==> config.mk <==
export PLATFORM = sky130hd
export DESIGN_NAME = fifo_row_assembler_flat
export DESIGN_NICKNAME = d
export VERILOG_FILES = /design/src/rtl/fifo_row_assembler_if.sv /design/src/rtl/fifo_row_assembler.sv /design/src/flat_wrapper.sv
export SDC_FILE = /design/constraint.sdc
export NUM_CORES = 1
export LEC_CHECK = 0
export CORE_MARGIN = 4
export CORE_UTILIZATION = 54
export DETAILED_ROUTE_END_ITERATION = 6
export MAX_ROUTING_LAYER = met4
export PLACE_DENSITY = 0.83
export SLEW_MARGIN = 20
export SYNTH_ARGS = -nofsm -noshare
export SYNTH_HDL_FRONTEND = slang
export SYNTH_SLANG_ARGS = --single-unit
export TNS_END_PERCENT = 100
==> constraint.sdc <==
create_clock -name clk -period 2.8 [get_ports clk]
set_input_delay 0.56 -clock clk [delete_from_list [all_inputs] [get_ports clk]]
set_output_delay 0.56 -clock clk [all_outputs]
set_load 0.02 [all_outputs]
==> src/rtl/fifo_row_assembler_if.sv <==
// fifo_row_assembler_if: beat-input and FIFO-write-port bundle for the row assembler.
interface fifo_row_assembler_if #(parameter int DWIDTH = 136);
  logic [15:0]       wdata_spi;
  logic              wvalid;
  logic              wready;
  logic              row_sync;
  logic [DWIDTH-1:0] fifo_wdata;
  logic              fifo_wr_en;
  logic              fifo_full;
  logic [3:0]        beat_cnt;
  logic              addr_err;
  logic              err_clr;
  modport master (
    output wdata_spi, wvalid, row_sync, fifo_full, err_clr,
    input  wready, fifo_wdata, fifo_wr_en, beat_cnt, addr_err
  );
  modport slave (
    input  wdata_spi, wvalid, row_sync, fifo_full, err_clr,
    output wready, fifo_wdata, fifo_wr_en, beat_cnt, addr_err
  );
endinterface

==> src/rtl/fifo_row_assembler.sv <==
// fifo_row_assembler: rebuilds 136-bit rows from 16-bit beats and writes them to the sync FIFO.
// Define FIFO_ROW_ADDR_CHECK_EN to drop rows whose address beat bytes disagree and flag addr_err.
module fifo_row_assembler #(parameter int DWIDTH = 136) (
  input logic                 clk,
  input logic                 rst_n,
  fifo_row_assembler_if.slave bus
);
  if (DWIDTH != 136) begin : g_bad_width
    $error("fifo_row_assembler: DWIDTH must be 136");
  end
  logic [3:0]        beat_q, beat_d;
  logic [127:0]      asm_q, asm_d;
  logic [DWIDTH-1:0] out_q, out_d;
  logic              out_valid_q, out_valid_d;
  logic              wr_en, last, acc, addr_ok, load;
  logic [6:0]        hi_idx, lo_idx;
  assign wr_en       = out_valid_q && !bus.fifo_full;
  assign last        = beat_q == 4'd8;
  assign bus.wready  = !bus.row_sync && !(last && out_valid_q && !wr_en);
  assign acc         = bus.wvalid && bus.wready;
  assign load        = acc && last && addr_ok;
  // Beat k lands at bit 127-8k (tile 1) and 63-8k (tile 2) of the 128-bit data part.
  assign hi_idx      = {1'b1, ~beat_q[2:0], 3'b111};
  assign lo_idx      = {1'b0, ~beat_q[2:0], 3'b111};
  assign bus.fifo_wr_en = wr_en;
  assign bus.fifo_wdata = out_q;
  assign bus.beat_cnt   = beat_q;
  always_comb begin
    beat_d      = beat_q;
    asm_d       = asm_q;
    out_d       = out_q;
    out_valid_d = out_valid_q && !wr_en;
    if (bus.row_sync) begin
      beat_d = '0;
      asm_d  = '0;
    end else if (acc) begin
      beat_d = last ? 4'd0 : beat_q + 4'd1;
      if (!last) begin
        asm_d[hi_idx -: 8] = bus.wdata_spi[15:8];
        asm_d[lo_idx -: 8] = bus.wdata_spi[7:0];
      end
    end
    if (load) begin
      out_d       = {asm_q, bus.wdata_spi[15:8]};
      out_valid_d = 1'b1;
    end
  end
  always_ff @(posedge clk or negedge rst_n) begin
    if (!rst_n) begin
      beat_q      <= '0;
      asm_q       <= '0;
      out_q       <= '0;
      out_valid_q <= 1'b0;
    end else begin
      beat_q      <= beat_d;
      asm_q       <= asm_d;
      out_q       <= out_d;
      out_valid_q <= out_valid_d;
    end
  end
`ifdef FIFO_ROW_ADDR_CHECK_EN
  logic err_q, err_d;
  assign addr_ok      = bus.wdata_spi[15:8] == bus.wdata_spi[7:0];
  assign err_d        = (acc && last && !addr_ok) || (err_q && !bus.err_clr);
  assign bus.addr_err = err_q;
  always_ff @(posedge clk or negedge rst_n) begin
    if (!rst_n) err_q <= 1'b0;
    else        err_q <= err_d;
  end
`else
  assign addr_ok      = 1'b1;
  assign bus.addr_err = 1'b0;
`endif
endmodule
==> src/flat_wrapper.sv <==
// flat-port wrapper written by rule: the top's interface ports become plain ports
module fifo_row_assembler_flat 
#(parameter int DWIDTH = 136)
  (clk, rst_n, bus_wdata_spi, bus_wvalid, bus_row_sync, bus_fifo_full, bus_err_clr, bus_wready, bus_fifo_wdata, bus_fifo_wr_en, bus_beat_cnt, bus_addr_err);
  fifo_row_assembler_if #(.DWIDTH(DWIDTH)) bus_i ();
  input logic clk;
  input logic rst_n;
  input wire logic [$bits(bus_i.wdata_spi)-1:0] bus_wdata_spi;
  input wire logic [$bits(bus_i.wvalid)-1:0] bus_wvalid;
  input wire logic [$bits(bus_i.row_sync)-1:0] bus_row_sync;
  input wire logic [$bits(bus_i.fifo_full)-1:0] bus_fifo_full;
  input wire logic [$bits(bus_i.err_clr)-1:0] bus_err_clr;
  output wire logic [$bits(bus_i.wready)-1:0] bus_wready;
  output wire logic [$bits(bus_i.fifo_wdata)-1:0] bus_fifo_wdata;
  output wire logic [$bits(bus_i.fifo_wr_en)-1:0] bus_fifo_wr_en;
  output wire logic [$bits(bus_i.beat_cnt)-1:0] bus_beat_cnt;
  output wire logic [$bits(bus_i.addr_err)-1:0] bus_addr_err;
  assign bus_i.wdata_spi = bus_wdata_spi;
  assign bus_i.wvalid = bus_wvalid;
  assign bus_i.row_sync = bus_row_sync;
  assign bus_i.fifo_full = bus_fifo_full;
  assign bus_i.err_clr = bus_err_clr;
  assign bus_wready = bus_i.wready;
  assign bus_fifo_wdata = bus_i.fifo_wdata;
  assign bus_fifo_wr_en = bus_i.fifo_wr_en;
  assign bus_beat_cnt = bus_i.beat_cnt;
  assign bus_addr_err = bus_i.addr_err;
  fifo_row_assembler #(.DWIDTH(DWIDTH)) u_core (.clk(clk), .rst_n(rst_n), .bus(bus_i));
endmodule
==> metrics.csv, run 1 <==
metric;value;unit
ys_types;42;
drv_cap;0;
end_kind;primary output;
ios;165;
peakVddDrop;0.000470;V
die_area;23300;um2
ys_async_sr_fraction;1.00;
worst_r2r_startpoint;u_core.bus.beat_cnt[0]$_DFFE_PN0P_;
ys_top_cells_by_area;dfrtp_1 59%, mux2_4 17%, mux2i_1 5.1%, nand2_1 2.7%, mux2_2 2.3%;
place_congestion;0.836;
cp_common_cell;nor2_1;
syn_area;11300;um2
clockRootBuffer;clkbuf_16;
die_h;153;um
synth.yosys.seq_area_share;0.595;
worst_slew_pin_slew;0.758;ns
synthesis.instances;801;
yosys_warnings;0;
die_w;153;um
r2r_setup_slack;0.48;ns
rsz0062_at_grt;false;
grt_max_degree;82;
yosys.area.top_type;dfrtp_1;
clk-insertion-delay-late;0.52;ns
syn_area_per_cell;14.1;um2
clkTransAtPathRegs;0.07;ns
final_common_cell;dfrtp_1;
p_per_area;558;nW/um2
slew_violations;0;
total_power;7.90;mW
period_needed;2.64;ns
holdWs;-0.00130;ns
relSlewSlack;0.495;
drive_gt1_frac;0.240;
ant_nets;0;
cp_cell_sequence;inv_1, ha_2, nand3b_4, nor2_1, nor2_1, dlygate4sd2_1;
synth_nets;829;
path_class;register to primary output;
grt_pass1_wl;42200;um
power_leakage;7.19;nW
first_global_vias;7464;
tns;0;ns
synth-edff-count;0;
slowest_stage;dfrtp_1;
vias;6967;
fin_area;14200;um2
cts_tree;yes;
worst_slack;0.156;ns
grt_antenna_before_repair;1;
hold_viol_final;1;
vias_per_cell;5.55;
synth-seq-cells;269;
critPathMaxFanout;9;
core-area;20400;um2
cts-htree-levels;1;
clkSinkCount;269;
dr.first_iter.drc_count;426;
nNetsFinal;997;
synthFlopType;dfrtp_1;
fmax;0.378;GHz
finalCritPeriodShare;0.944;
wl_per_cell;20.5;um
drt_pre_antenna_iters;5;
layout_common_cells;269 x dfrtp_1, 160 x clkdlybuf4s50_1, 129 x mux2_4, 80 x nand2_1, 58 x mux2i_1;
num_rows;52;
worst_clock_skew;0.00997;ns
port-buffer-count;162;
grt.total_usage;0.229;
pre_cts_ws;0.130;ns
yosys.area.top_type_share;0.595;
finalSetupViolCount;0;
reg2reg_depth;6;
synthToLayoutAreaGrowth;25.1;%
worstPathRequired;2.24;ns
cts_inserted_buffers;27;
totalWireLength;25800;um
post-dp-hpwl;17000;um
cpPeakStageDelay;0.37;ns
dpl_cell_area;13300;um2
violations;hold timing;
drc;0;
hold_path_class;input pin to asynchronous set/reset pin;
cts_buffer_depth;3;
initial_core_util;0.554;
grt-ovfl-total;0;
rr_endpoint;u_core.bus.fifo_wdata[46]$_DFFE_PN0P_;
status;finished, violations left;
crit_path_start_kind;register;
cp.arrival;2.08;ns
-- worst max-delay path by stage --
stage | start | to | slack, ns | depth (start not counted)
after CTS | u_core.bus.beat_cnt[0]$_DFFE_PN0P_ | bus_wready | 0.1 | 6
after detailed placement | bus_fifo_full | bus_wready | 0.13 | 5
after floorplan | u_core.bus.beat_cnt[0]$_DFFE_PN0P_ | u_core.asm_q[100]$_DFFE_PN0P_ | 0.41 | 8
final | u_core.bus.beat_cnt[0]$_DFFE_PN0P_ | bus_wready | 0.16 | 6
after global placement | bus_fifo_full | bus_wready | 0.12 | 5
after global routing | u_core.bus.beat_cnt[0]$_DFFE_PN0P_ | bus_wready | 0.03 | 6
-- layout make-up --
cell class,count,area (um2)
sequential,269,6730
inverter,23,86.3
timing repair buffer,193,1930
clock buffer,40,805
fill,1398,6270
antenna,1,2.50
multi-input combinational,455,4180
clock inverter,5,81.3
tap,270,338
-- where the power goes --
group | leakage, nW | total [mW] | internal [mW] | switching, mW
sequential | 3.75 | 3.93 | 3.91 | 0.0143
combinational | 3.00 | 0.383 | 0.125 | 0.258
clock | 0.433 | 3.59 | 2.15 | 1.44
total | 7.19 | 7.90 | 6.19 | 1.71
-- stage by stage --
stage / cells / util
finish: 1256 / 0.693
global route: 1256 / 0.693
CTS: 1255 / 0.693
detailed placement: 1210 / 0.650
global placement: 1210 / 0.650
floorplan: 801 / -
-- state kept, by name (all words and copies together), names as in the netlist --
| signal | count |
|---|---|
| u_core.bus.fifo_wdata | 136 |
| u_core.asm_q | 128 |
| u_core.bus.beat_cnt | 4 |
| u_core.out_valid_q | 1 |
-- cell families (layout without fill, tap and decap cells) --
group	after synthesis	in the layout	share of synthesized area
other	1	2	0.000331
and+or+nand+nor	173	173	0.0770
buffers and inverters	77	261	0.0371
AOI/OAI and AO/OA	65	65	0.0390
muxes	210	210	0.245
DFF	269	269	0.595
adders and majority gates	6	6	0.00663
-- synth_stat cells, drive strengths merged, types with 2 or more instances --
master    n
o31ai     3
inv      23
buf      28
dfrtp   269
mux2i    58
nor2      6
a22o     22
nand2    80
clkbuf   26
ha        6
nor3b     3
a31oi     2
nand4b    2
o21ai    32
nand3    35
nand3b    2
or3b      2
and3     16
nor2b     4
nand4    17
mux2    152
nand2b    2
-- per-layer routing --
layer / global-route usage / wire length (um) / vias up
met4: 0.0467 / 401 / 0
li1: - / - / 3131
met1: 0.323 / 11700 / 3586
met5: - / 0 / -
met3: 0.0372 / 1440 / 32
met2: 0.358 / 12200 / 218
-- critical path: cells and delay by family, from the launching register on --
kind | cells | cell delay [ns]
simple gates | 3 | 0.40
flops | 1 | 0.37
fa+ha+maj | 1 | 0.31
buf+inv | 2 | 0.48
-- timing repair --
action,in CTS,in global routing
setup endpoints to repair,1,1
setup buffers,0,0
gates resized for setup,1,1
gates cloned,0,0
hold buffers,0,0
No activity file was read; power rests on OpenSTA's default activity.
==> run 2, diff against run 1 <==
--- a/config.mk
+++ b/config.mk
@@ -5,6 +5,7 @@
 export SDC_FILE = /design/constraint.sdc
 export NUM_CORES = 1
 export LEC_CHECK = 0
+export ABC_AREA = 1
 export CORE_MARGIN = 4
 export CORE_UTILIZATION = 54
 export DETAILED_ROUTE_END_ITERATION = 6
==> run 2 against run 1 <==
Against the previous run:
- the run now ends clean
- largest power group unchanged
- die area is 0.54% higher
- sequential share of layout area hardly changed
- critical path type unchanged
- final cell count is 38% higher
- worst setup slack better by 0.10 ns
==> metrics.csv, run 2 <==
metric;value;unit;change
rr_endpoint;u_core.bus.fifo_wdata[84]$_DFFE_PN0P_;;
ios;165;;unchanged
ys_types;23;;-45%
nNetsFinal;1470;;+47%
ctsHoldBuffers;0;;unchanged
first_global_vias;9352;;+25%
critPathMaxFanout;37;;+28
synthFlopType;dfrtp_1;;
rsz0062_at_grt;false;;
crit_path_start_kind;register;;
clkTransAtPathRegs;0.07;ns;about the same
fin_util;0.690;;-0.00275
p_sw;1.96;mW;+15%
clockRootBuffer;clkbuf_16;;
worst_slew_pin_slew;1.40;ns;+0.638 ns
combPwrFrac;0.071;;+0.022
synth_nets;1339;;+62%
ys_top_cells_by_area;dfrtp_1 59%, nand2_1 10%, nand3_1 6.7%, inv_1 6.3%, o21ai_0 5.1%;;
slew_violations;0;;unchanged
synth-seq-cells;269;;unchanged
post-dp-hpwl;18700;um;+9.9%
yosys_warnings;0;;unchanged
drt_pre_antenna_iters;5;;unchanged
worst_r2r_startpoint;u_core.bus.beat_cnt[0]$_DFFE_PN0P_;;
grt_max_degree;274;;+230%
relSlewSlack;0.0698;;-0.425
largest_reg_flops;136;;unchanged
totalWireLength;29100;um;+13%
worstPathRequired;2.24;ns;about the same
period_needed;2.54;ns;-0.101 ns
cp.arrival;1.98;ns;-0.10 ns
final_common_cell;nand2_1;;
seqPwrFrac;0.473;;-0.024
wl_per_cell;16.8;um;-18%
yosys.area.top_type;dfrtp_1;;
layout_common_cells;318 x nand2_1, 269 x dfrtp_1, 191 x inv_1, 160 x clkdlybuf4s50_1, 153 x nand3_1;;
status;complete, no violations;;
hold_viol_final;0;;-1
clk-insertion-delay-late;0.52;ns;about the same
yosys.area.top_type_share;0.591;;-0.00333
grt_antenna_before_repair;0;;-1
cpPeakStageDelay;0.71;ns;+0.34 ns
crit_family;buffers and inverters;;
syn_area_per_cell;8.68;um2;-39%
vias;9372;;+35%
power_leakage;6.70;nW;-6.8%
drive_gt1_frac;0.0588;;-0.181
grt_pass1_wl;48500;um;+15%
num_rows;52;;unchanged
dr.first_iter.drc_count;821;;+93%
end_kind;primary output;;
cts_tree;yes;;
core-area;20500;um2;+0.32%
cts-htree-levels;1;;unchanged
cts_buffer_depth;3;;unchanged
synth.yosys.seq_area_share;0.591;;-0.00333
finalSetupViolCount;0;;unchanged
synthToLayoutAreaGrowth;24.3;%;
reg2reg_depth;8;;+2
path_buf_inv;2;;unchanged
path_class;register to primary output;;
p_per_area;589;nW/um2;+5.6%
ys_async_sr_fraction;1.00;;unchanged
ant_nets;0;;unchanged
synth_commonest_cells;318 x nand2_1, 269 x dfrtp_1, 191 x inv_1;;
syn_area;11400;um2;+0.56%
n_fill_cell;1591;;+14%
clkSinkCount;269;;unchanged
synth-edff-count;0;;unchanged
cp_cell_sequence;buf_4, clkdlybuf4s50_1;;
p_sw_frac;0.235;;+0.0188
num_antenna_cells;0;;-1
initial_core_util;0.555;;+0.00135
cts_inserted_buffers;27;;unchanged
grt.total_usage;0.256;;+0.0276
vias_per_cell;5.41;;-2.4%
post-synth-top-count-cell;nand2_1;;
fmax;0.393;GHz;+4.0%
peakVddDrop;0.000458;V;-2.4%
die_w;153;um;+0.27%
die_area;23500;um2;+0.54%
slowest_stage;clkdlybuf4s50_1;;
drc;0;;unchanged
port-buffer-count;162;;unchanged
finalCritPeriodShare;0.908;;-0.0362
clkPwrFrac;0.456;;+0.002
tns;0;ns;unchanged
internal_power;6.37;mW;+2.9%
worst_clock_skew;0.00928;ns;-0.000697 ns
grt-ovfl-total;0;;unchanged
r2r_setup_slack;0.35;ns;-0.13 ns
place_congestion;0.818;;-2.1%
die_h;153;um;+0.27%
drv_cap;0;;unchanged
hold_path_class;input pin to asynchronous set/reset pin;;
synthesis.instances;1311;;+64%
==> run 2: power by group through the flow <==
stage               Sequential, mW  Clock (mW)  Combinational, mW
floorplan                     4.01           0              0.307
global placement              4.01           0              0.572
detailed placement            4.01           0              0.582
CTS                           3.94        3.86              0.588
global route                  3.94        4.03              0.656
finish                        3.94        3.80              0.593
==> run 2: per-stage QoR <==
stage	cells	cell area (um2)	power (mW)	hold WS, ns	worst slack, ns
floorplan	1311	11400	4.32	0.264	0.571
global placement	1683	13200	4.58	0.465	0.234
detailed placement	1683	13200	4.59	0.472	0.240
CTS	1732	14100	8.38	0.0284	0.0904
global route	1732	14100	8.62	0.0377	0.167
finish	1732	14100	8.33	0.00198	0.257
==> run 2: layout make-up <==
| class | count | area (um2) | share of cell area |
|---|---|---|---|
| Inverter | 196 | 741 | 0.0523 |
| Clock inverter | 14 | 189 | 0.0134 |
| Tap cell | 270 | 338 | 0.0239 |
| Clock buffer | 35 | 766 | 0.0541 |
| Timing Repair Buffer | 187 | 1880 | 0.133 |
| Sequential cell | 269 | 6730 | 0.476 |
| Multi-Input combinational cell | 761 | 3510 | 0.248 |
==> run 2: layer usage <==
metal | global-route usage | wire, um | up-vias
met5 | - | 0 | -
li1 | - | - | 4422
met3 | 0.0435 | 2190 | 51
met2 | 0.407 | 14200 | 354
met1 | 0.347 | 12000 | 4545
met4 | 0.0704 | 673 | 0
==> run 2: worst max path at each step <==
stage,startpoint,end,cells after the start
floorplan,u_core.bus.beat_cnt[0]$_DFFE_PN0P_,bus_wready,7
global placement,bus_fifo_full,bus_wready,5
detailed placement,bus_fifo_full,bus_wready,5
CTS,u_core.bus.beat_cnt[0]$_DFFE_PN0P_,bus_wready,6
global route,u_core.bus.beat_cnt[0]$_DFFE_PN0P_,bus_beat_cnt[0],2
finish,u_core.bus.beat_cnt[0]$_DFFE_PN0P_,bus_beat_cnt[0],2
==> run 2: repair_timing <==
action | 4_1_cts | 5_1_grt
setup endpoints to repair | 0 | 1
setup buffers | 0 | 0
gates resized for setup | 0 | 1
==> run 2: cells by family (layout without fill, tap and decap cells) <==
family / count (synthesis) / in the layout / synth area share
compound gates: 185 / 185 / 0.0813
fa+ha+maj: 6 / 6 / 0.00659
other cells: 1 / 1 / 0.000329
flops: 269 / 269 / 0.591
simple gates: 568 / 568 / 0.218
buf+inv: 281 / 432 / 0.102
xor+xnor: 1 / 1 / 0.000769
==> run 3, diff against run 2 <==
--- a/config.mk
+++ b/config.mk
@@ -6,7 +6,7 @@
 export NUM_CORES = 1
 export LEC_CHECK = 0
 export ABC_AREA = 1
-export CORE_MARGIN = 4
+export CORE_MARGIN = 5
 export CORE_UTILIZATION = 54
 export DETAILED_ROUTE_END_ITERATION = 6
 export MAX_ROUTING_LAYER = met4
==> run 3 against run 2 <==
Against the previous run:
- first-iteration DRC count down 11%
- maximum frequency decreased by 0.51%
- sequential share of layout area is 0.16 points higher
- combinational power shrank 0.7%
- final cell count rose by 0.35%
- clock-buffer cell count up 2
- routed wire length shrank 0.62%
==> metrics.csv, run 3 (synthesis results as in run 2) <==
metric;value;unit;change
period_needed;2.56;ns;+0.0131 ns
combPwrFrac;0.073;;+0.002
status;complete, no violations;;
layout_common_cells;318 x nand2_1, 269 x dfrtp_1, 191 x inv_1, 160 x clkdlybuf4s50_1, 153 x nand3_1;;
ant_nets;0;;unchanged
clkSinkCount;269;;unchanged
drv_cap;0;;unchanged
grt_antenna_before_repair;1;;+1
cts_post_setup_buffers_inserted;0;;unchanged
p_sw_frac;0.238;;+0.00314
totalWireLength;28900;um;-0.62%
grt_pass1_wl;47500;um;-1.9%
rsz0062_at_grt;false;;
place_congestion;0.846;;+3.4%
end_kind;primary output;;
post-dp-hpwl;18600;um;-0.41%
crit_family;buffers and inverters;;
slew_violations;0;;unchanged
die_w;155;um;+1.3%
slowest_stage;clkdlybuf4s50_1;;
cts_buffer_depth;3;;unchanged
tns;0;ns;unchanged
die_h;155;um;+1.3%
vias_per_cell;5.34;;-1.3%
port-buffer-count;162;;unchanged
finalCritPeriodShare;0.913;;+0.00468
finalSetupViolCount;0;;unchanged
drc;0;;unchanged
relSlewSlack;0.404;;+0.334
peakVddDrop;0.000615;V;+34%
seqPwrFrac;0.485;;+0.012
final_common_cell;nand2_1;;
worst_slew_pin_slew;0.894;ns;-0.501 ns
drt_pre_antenna_iters;5;;unchanged
worst_clock_skew;0.00927;ns;-0.00000627 ns
path_buf_inv;2;;unchanged
fin_cells;1738;;+0.35%
ios;165;;unchanged
internal_power;6.19;mW;-2.8%
cts_inserted_buffers;27;;unchanged
initial_core_util;0.545;;-0.0105
hold_path_class;register to register;;
nNetsFinal;1472;;+0.14%
crit_start;u_core.bus.beat_cnt[0]$_DFFE_PN0P_;;
clkTransAtPathRegs;0.06;ns;about the same
wl_per_cell;16.6;um;-0.96%
cts-htree-levels;1;;unchanged
clk-insertion-delay-late;0.53;ns;about the same
fmax;0.391;GHz;-0.51%
power_leakage;6.66;nW;-0.59%
worstPathRequired;2.24;ns;about the same
p_per_area;576;nW/um2;-2.1%
worst_r2r_startpoint;u_core.bus.beat_cnt[0]$_DFFE_PN0P_;;
clkPwrFrac;0.443;;-0.013
critPathMaxFanout;37;;unchanged
num_rows;53;;+1.9%
p_sw;1.94;mW;-1.1%
dp_cells;1689;;+0.36%
drive_gt1_frac;0.0547;;-0.00410
total_power;8.13;mW;-2.4%
hold_viol_final;0;;unchanged
core-area;20900;um2;+1.9%
first_global_vias;9129;;-2.4%
die_area;24100;um2;+2.6%
clockRootBuffer;clkbuf_16;;
min_from;u_core.bus.fifo_wdata[125]$_DFFE_PN0P_;;
grt_max_degree;207;;-24%
cp.arrival;2.00;ns;+0.02 ns
synthToLayoutAreaGrowth;23.9;%;
cts_tree;yes;;
largest_reg_flops;136;;unchanged
crit_path_start_kind;register;;
dr.first_iter.drc_count;728;;-11%
grt.total_usage;0.249;;-0.00751
path_class;register to primary output;;
vias;9282;;-0.96%
cpPeakStageDelay;0.71;ns;about the same
cp_cell_sequence;buf_4, clkdlybuf4s50_1;;
grt-ovfl-total;0;;unchanged
[run 3: tightest hold or removal path: cells and delay by family (launching register included)]
| family | cells | cell delay [ns] |
|---|---|---|
| compound gates | 1 | 0.06 |
| flops | 1 | 0.34 |
| simple gates | 1 | 0.05 |
[run 3: layout make-up]
class	instances	area [um2]
Multi-Input combinational cell	761	3510
Fill cell	1664	6790
Timing Repair Buffer	189	1900
Tap cell	275	344
Sequential cell	269	6730
Antenna cell	1	2.50
Inverter	196	741
Clock buffer	37	743
Clock inverter	10	136
[run 3: what timing repair did]
action                                  CTS  global route
hold buffers                              1             0
gates resized for setup                   0             1
hold endpoints to repair                 52             0
endpoints found under the setup margin    0             1
[run 3: power by group through the flow]
stage / Clock (mW) / Combinational, mW / Sequential, mW
floorplan: 0 / 0.307 / 4.01
global placement: 0 / 0.570 / 4.01
detailed placement: 0 / 0.582 / 4.01
CTS: 3.66 / 0.586 / 3.94
global route: 3.82 / 0.650 / 3.94
finish: 3.60 / 0.589 / 3.94
[run 3: metrics by stage]
step / util / cell area (um2) / setup slack (ns) / hold slack [ns]
after floorplan: - / 11400 / 0.571 / 0.264
after global placement: 0.632 / 13200 / 0.295 / 0.465
after detailed placement: 0.632 / 13200 / 0.228 / 0.473
after CTS: 0.675 / 14100 / 0.0599 / 0.489
after global routing: 0.675 / 14100 / 0.167 / 0.508
final: 0.675 / 14100 / 0.244 / 0.484
[run 3: path summary, 6_finish.rpt]
| kind | cells past startpoint | to | slack, ns |
|---|---|---|---|
| min reg2reg | 2 | u_core.bus.fifo_wdata[125]$_DFFE_PN0P_ | 0.48 |
| min in group asynchronous | 2 | u_core.asm_q[42]$_DFFE_PN0P_ | 0.55 |
| min | 2 | u_core.bus.fifo_wdata[125]$_DFFE_PN0P_ | 0.48 |
| max reg2reg | 9 | u_core.asm_q[105]$_DFFE_PN0P_ | 0.52 |
| max | 2 | bus_beat_cnt[0] | 0.24 |
| max in group asynchronous | 3 | u_core.bus.fifo_wdata[67]$_DFFE_PN0P_ | 1.58 |
[run 3: routing by layer]
layer,vias up,part of all wire,global-route usage
met5,-,0,-
met2,343,0.47,0.390
li1,4427,-,-
met3,84,0.068,0.0437
met1,4428,0.42,0.330
met4,0,0.037,0.0921
